`src/rtl/register_dump_unit.sv`:
```
// Register-bank dump engine: scans every register through the sr1 read port and
// streams each word MSB-byte-first over a valid/ready link. Optional macro: REG_DUMP_CHECKSUM_EN.
module register_dump_unit #(
    parameter int NB_DATA     = 32,
    parameter int NB_ADDRESS  = 5,
    parameter int N_REGISTERS = 32,
    parameter int NB_BYTE     = 8
) (
    input  logic                  i_clk,
    input  logic                  i_reset,
    input  logic                  i_start,
    output logic [NB_ADDRESS-1:0] o_sr_addr,
    input  logic [NB_DATA-1:0]    i_sr_data,
    output logic [NB_BYTE-1:0]    o_tx_data,
    output logic                  o_tx_valid,
    input  logic                  i_tx_ready,
    output logic                  o_busy,
    output logic                  o_done
);

    localparam int BYTES_PER_REG = NB_DATA / NB_BYTE;
    localparam int CNT_W         = (BYTES_PER_REG > 1) ? $clog2(BYTES_PER_REG) : 1;
    localparam logic [CNT_W-1:0]      LAST_BYTE = CNT_W'(BYTES_PER_REG - 1);
    localparam logic [NB_ADDRESS-1:0] LAST_ADDR = NB_ADDRESS'(N_REGISTERS - 1);

    typedef enum logic [2:0] {
        S_IDLE = 3'd0,
        S_LOAD = 3'd1,
        S_SEND = 3'd2,
`ifdef REG_DUMP_CHECKSUM_EN
        S_CHK  = 3'd3,
`endif
        S_DONE = 3'd4
    } state_t;

    state_t              state_q, state_d;
    logic [NB_ADDRESS-1:0] addr_q, addr_d;
    logic [NB_DATA-1:0]  shift_q, shift_d;
    logic [CNT_W-1:0]    cnt_q, cnt_d;
`ifdef REG_DUMP_CHECKSUM_EN
    logic [NB_BYTE-1:0]  chk_q, chk_d;
`endif

    assign o_sr_addr = addr_q;

    always_ff @(posedge i_clk) begin
        if (i_reset) begin
            state_q <= S_IDLE;
            addr_q  <= '0;
            shift_q <= '0;
            cnt_q   <= '0;
`ifdef REG_DUMP_CHECKSUM_EN
            chk_q   <= '0;
`endif
        end else begin
            state_q <= state_d;
            addr_q  <= addr_d;
            shift_q <= shift_d;
            cnt_q   <= cnt_d;
`ifdef REG_DUMP_CHECKSUM_EN
            chk_q   <= chk_d;
`endif
        end
    end

    always_comb begin
        state_d    = state_q;
        addr_d     = addr_q;
        shift_d    = shift_q;
        cnt_d      = cnt_q;
`ifdef REG_DUMP_CHECKSUM_EN
        chk_d      = chk_q;
`endif
        o_tx_valid = 1'b0;
        o_tx_data  = '0;
        o_busy     = (state_q != S_IDLE);
        o_done     = 1'b0;

        case (state_q)
            S_IDLE: begin
                if (i_start) begin
                    addr_d  = '0;
`ifdef REG_DUMP_CHECKSUM_EN
                    chk_d   = '0;
`endif
                    state_d = S_LOAD;
                end
            end
            // Bank read is combinational, so the word for addr_q is already valid here.
            S_LOAD: begin
                shift_d = i_sr_data;
                cnt_d   = '0;
                state_d = S_SEND;
            end
            S_SEND: begin
                o_tx_valid = 1'b1;
                o_tx_data  = shift_q[NB_DATA-1 -: NB_BYTE];
                if (i_tx_ready) begin
`ifdef REG_DUMP_CHECKSUM_EN
                    chk_d = chk_q ^ shift_q[NB_DATA-1 -: NB_BYTE];
`endif
                    if (cnt_q != LAST_BYTE) begin
                        shift_d = shift_q << NB_BYTE;
                        cnt_d   = cnt_q + 1'b1;
                    end else if (addr_q < LAST_ADDR) begin
                        addr_d  = addr_q + 1'b1;
                        state_d = S_LOAD;
                    end else begin
`ifdef REG_DUMP_CHECKSUM_EN
                        state_d = S_CHK;
`else
                        state_d = S_DONE;
`endif
                    end
                end
            end
`ifdef REG_DUMP_CHECKSUM_EN
            S_CHK: begin
                o_tx_valid = 1'b1;
                o_tx_data  = chk_q;
                if (i_tx_ready) state_d = S_DONE;
            end
`endif
            S_DONE: begin
                o_done  = 1'b1;
                addr_d  = '0;
                state_d = S_IDLE;
            end
            default: state_d = S_IDLE;
        endcase
    end

endmodule

```
`config.mk`:
```
export PLATFORM = sky130hd
export DESIGN_NAME = register_dump_unit
export DESIGN_NICKNAME = d
export VERILOG_FILES = /design/src/rtl/register_dump_unit.sv
export SDC_FILE = /design/constraint.sdc
export NUM_CORES = 1
export LEC_CHECK = 0
export ABC_AREA = 1
export BUFFER_PORTS_ARGS = -buffer_cell sky130_fd_sc_hd__buf_2
export CORE_ASPECT_RATIO = 0.9
export CORE_MARGIN = 2
export CORE_UTILIZATION = 53
export DETAILED_ROUTE_END_ITERATION = 10
export GPL_ROUTABILITY_DRIVEN = 0
export HOLD_SLACK_MARGIN = 0.12
export PLACE_DENSITY = 0.79
export REMOVE_ABC_BUFFERS = 1
export SKIP_CTS_REPAIR_TIMING = 1
export SKIP_LAST_GASP = 1
export SYNTH_ARGS = -nofsm -noshare
export SYNTH_HDL_FRONTEND = slang
export SYNTH_SLANG_ARGS = --single-unit
```
`constraint.sdc`:
```
create_clock -name i_clk -period 1.9 [get_ports i_clk]
set_clock_uncertainty 0.2 [all_clocks]
set_input_delay 0.19 -clock i_clk [delete_from_list [all_inputs] [get_ports i_clk]]
set_output_delay 0.19 -clock i_clk [all_outputs]
set_load 0.05 [all_outputs]
```
After elaboration in Yosys (flattened, before gate mapping)
Cells that the tools add are included.

word-level totals
  bits in writable memories = 0
  word-level logic and storage cells = 42
  output and inout bits = 16
  bits in latches = 0
  memory bits (read-only) = 0
  bits of input ports = 36
  memories = 0
  bits in registers = 42

cells by class
  $mul = 0
  bitwise operators = 0
  $lt $le $gt $ge = 1
  eq/ne operators = 9
  multiplexer cells = 19
  shift-type cells = 0
  divide/modulo/power cells = 0
  add/sub/neg operators = 2
  reduce and logical (&&, ||, !) cells = 7

operator list
  kind                                                                   count
  32-bit 2-to-1 mux                                                      2
  32-bit case mux with 2 select lines                                    1
  5-bit 2-to-1 mux                                                       4
  5-bit case mux with 3 select lines                                     1
  3-bit 2-to-1 mux                                                       4
  2-bit inequality test, second input constant                           6
  3-bit case mux with 3 select lines                                     1
  8-bit 2-to-1 mux                                                       1
  3-bit AND reduction                                                    2
  3-bit nonzero test                                                     2
  5-bit by 1-bit adder with 5-bit output, second input constant          1
  5-bit less-than comparator, second input constant                      1
  5-bit AND reduction                                                    1
  2-bit 2-to-1 mux                                                       2
  2-bit case mux with 2 select lines                                     1
  3-bit by 1-bit equality test with 1-bit output, second input constant  1
  3-bit by 2-bit equality test with 1-bit output, second input constant  1
  3-bit equality test, second input constant                             1
  3-bit zero test                                                        1
  2-bit by 1-bit adder with 2-bit output, second input constant          1
  1-bit 2-to-1 mux                                                       2
  2-bit nonzero test                                                     1

Longest topological paths before layout
  depth in word-level cells = 5
  depth in mapped cells = 9
  depth with buffers taken out = 9

Least setup slack after synthesis
OpenSTA, ideal clock, no wires.

  kind = reg2out
  start = register state_q[2]
  end = output o_tx_data[0]
  buffers on the path = 2
  arrival time = 1.467 ns
  data required time = 1.510 ns
  path slack = 0.043 ns
  cell stages (with the launch flop) = 6
  cell sequence = dfxtp_1 inv_4 nand3b_4 buf_6 buf_2 nor2_1

on the way
  cells in the longest elaborated chain, start to end = 2

RTL lines
  element                                         line  text
  start: declaration                              36    state_t state_q, state_d;
  start signal: assignment                        56    state_q <= state_d;
  3-bit by 2-bit equality test with 1-bit output  79    case (state_q)
  8-bit 2-to-1 mux                                79
  end: declaration                                14    output logic [NB_BYTE-1:0] o_tx_data,

Every way passes these cells.

Final worst setup path
  start = register state_q[2]
  end = output o_tx_data[6]

The elaborated chain is that of the path after synthesis.

==> flow_metrics.tcl <==
set metrics [dict create \
    timing.rr.end "shift_q[13]$_SDFFE_PP0P_" \
    synth_top_cell_area_share 0.391 \
    start_util 0.565 \
    maxCapViolations 0 \
    synth_seq_area_share 0.391 \
    cp.required_ps 1510 \
    min_path_type "primary input to register" \
    synth_cells 322 \
    ioPinCount 52 \
    cts_num_sinks 42 \
    drc 0 \
    dp_hpwl_um 3260 \
    rsz0062_at_grt "true" \
    power_mw 3.26 \
    cts_tree "built" \
    status "complete, no violations" \
    die_y_um 64.5 \
    worstMarginPinSlew_ps 553 \
    worst_setup_path_start_kind "register" \
    yosysTopAreaCell "dfxtp_1" \
    routed_wl_um 5440 \
    seq_area_um2 841 \
    worstHoldPathCells 4 \
    r2r_setup_slack_ps 130 \
    fin_nets 442 \
    rows 21 \
    synth_area_um2 2150 \
    stdcell_count 451 \
    power_density_nw_per_um2 1130 \
    async_flop_share 0 \
    worst_ep_arrival_time_ps 1470 \
    period_share 0.977 \
    dieArea_um2 4590 \
    overflow 0 \
    n_antenna_cell 0 \
    ys_ff_latch 42 \
    cts_root_buffer "clkbuf_8" \
    dr.pass1.iters 4 \
    fp.dieW_um 71.2 \
    grt_max_degree 35 \
    wire_per_inst_um 12.1 \
    crit_type "register to output pin" \
    endpoint_kind "output pin" \
    grt_usage 0.224 \
    hold_path_end "state_q[0]$_SDFFE_PP0P_" \
    nFillCells 294 \
    multiInputGateArea_um2 1090 \
    htreeDepth 2 \
    yosysUniqueCellTypes 28 \
    rr_startpoint "state_q[2]$_SDFFE_PP0P_" \
    clock.fmax_mhz 539 \
    ant_nets 0 \
    fin_util 0.760 \
    synthTopCellsByArea "dfxtp_1 (39%), nand2_1 (23%), a21oi_1 (8.6%)" \
    clkTransAtPathRegs_ps 70 \
    syn_area_per_cell_um2 6.68 \
    drive_above_1_share 0.190 \
    drt_iter0_drc 164 \
    reg2regPathDepth 6 \
    dpl_worst_slack_ps 168 \
    period_minus_slack_ps 1860 \
    ir_worst_vdd_v 0.000868 \
    setup_violations 0 \
    syn2layout_area_growth_pct 34.5 \
    avgViaCountPerCell 5.07 \
    setup_ws_ps 44.3 \
    synth_ff_type "dfxtp_1" \
    cts_inserted_buffers 5 \
    dpl.cell_count 408 \
    slew_headroom 0.631 \
    clk_latency_ps 300 \
    p_leak_nw 1.32 \
    vias 2287 \
    hold_viol 0 \
    core_um2 3810 \
    first_global_vias 1864 \
    synth_edf_count 0 \
    crit_fanout 8 \
    antenna_found_initial 0 \
    grt_pass1_wl_um 8250 \
    clockBufferDepth 2 \
    portBuffers 51 \
    setup_tns_ps 0 \
    hp-start "i_start" \
    maxSlewViolCount 0 \
    ys_warn_count 0 \
]
## worst max-delay path, cell delays in order, from the launching register on
cell and delay [ps]:
dfxtp_1 340, inv_4 90, nand3b_4 190, buf_4 210, nor2_1 110, buf_4 220
## kinds of logic (layout without fill, tap and decap cells)
kind of cell               count (synthesis)  count (layout)  synth area share
buffers and inverters                     40             123             0.101
DFF                                       42              42             0.391
and+or+nand+nor                          196             196             0.391
adders and majority gates                  2               2            0.0116
AOI/OAI and AO/OA                         42              42             0.106
## power breakdown
group          internal [mW]  leakage [nW]  switching, mW  total [mW]
Clock                  0.393        0.0524          0.306       0.700
Combinational          0.482         0.925          0.898        1.38
Sequential              1.06         0.343          0.121        1.18
Total                   1.94          1.32           1.33        3.26
## registers in the layout, indices dropped and copies added, names as in the netlist
register / flops
shift_q: 32
cnt_q: 2
state_q: 3
o_sr_addr: 5
## metrics by stage
stage               cell area, µm²  hold WS [ps]
finish                        2900           151
global route                  2900           168
CTS                           2500         -66.2
detailed placement            2400           249
global placement              2400           248
floorplan                     2020          59.1
## Yosys cell counts, types with 4 or more instances
cell and count:
buf_6 7, dfxtp_1 42, clkbuf_1 4, buf_2 6
nand2_1 131, nand3_1 32, a21oi_1 37, inv_1 19
nor2_1 21
## cells in the final DEF, fill, tap and decap left out, types with 2 or more instances in the layout
master         netlist  routed
nand2_1            131     131
dfxtp_1             42      42
buf_2                6      42
a21oi_1             37      37
dlygate4sd3_1        0      33
nand3_1             32      32
nor2_1              21      21
inv_1               19      19
buf_4                1      10
clkbuf_8             0       5
clkbuf_4             0       4
nor2_2               2       2
nand4_1              2       2
ha_1                 2       2
clkbuf_1             4       2
buf_6                7       2
## worst max path at each step
stage / slack [ps] / startpoint / depth (start not counted) / end
6_report: 40 / state_q[2]$_SDFFE_PP0P_ / 5 / o_tx_data[6]
5_1_grt: -40 / state_q[2]$_SDFFE_PP0P_ / 5 / o_tx_data[2]
4_1_cts: -110 / state_q[2]$_SDFFE_PP0P_ / 5 / o_tx_valid
3_5_place_dp: 170 / state_q[2]$_SDFFE_PP0P_ / 9 / o_sr_addr[4]$_SDFFE_PP0P_
3_3_place_gp: 180 / state_q[2]$_SDFFE_PP0P_ / 8 / o_sr_addr[3]$_SDFFE_PP0P_
2_1_floorplan: -150 / state_q[2]$_SDFFE_PP0P_ / 9 / o_sr_addr[4]$_SDFFE_PP0P_
## cell type report
type | instances | share of cell area
sequential | 42 | 0.290
tap | 46 | 0.0199
clock inverter | 1 | 0.0104
timing repair buffer | 93 | 0.243
multi-input combinational | 240 | 0.378
inverter | 22 | 0.0320
clock buffer | 7 | 0.0264
## per-layer routing
layer  global-route usage  share of wire  vias up
met1                0.299           0.44     1025
met4               0.0731          0.012        0
met5                    0              0        -
met2                0.350           0.50       71
met3               0.0638          0.054        9
li1                     -              -     1182
No activity file was read; power rests on OpenSTA's default activity.
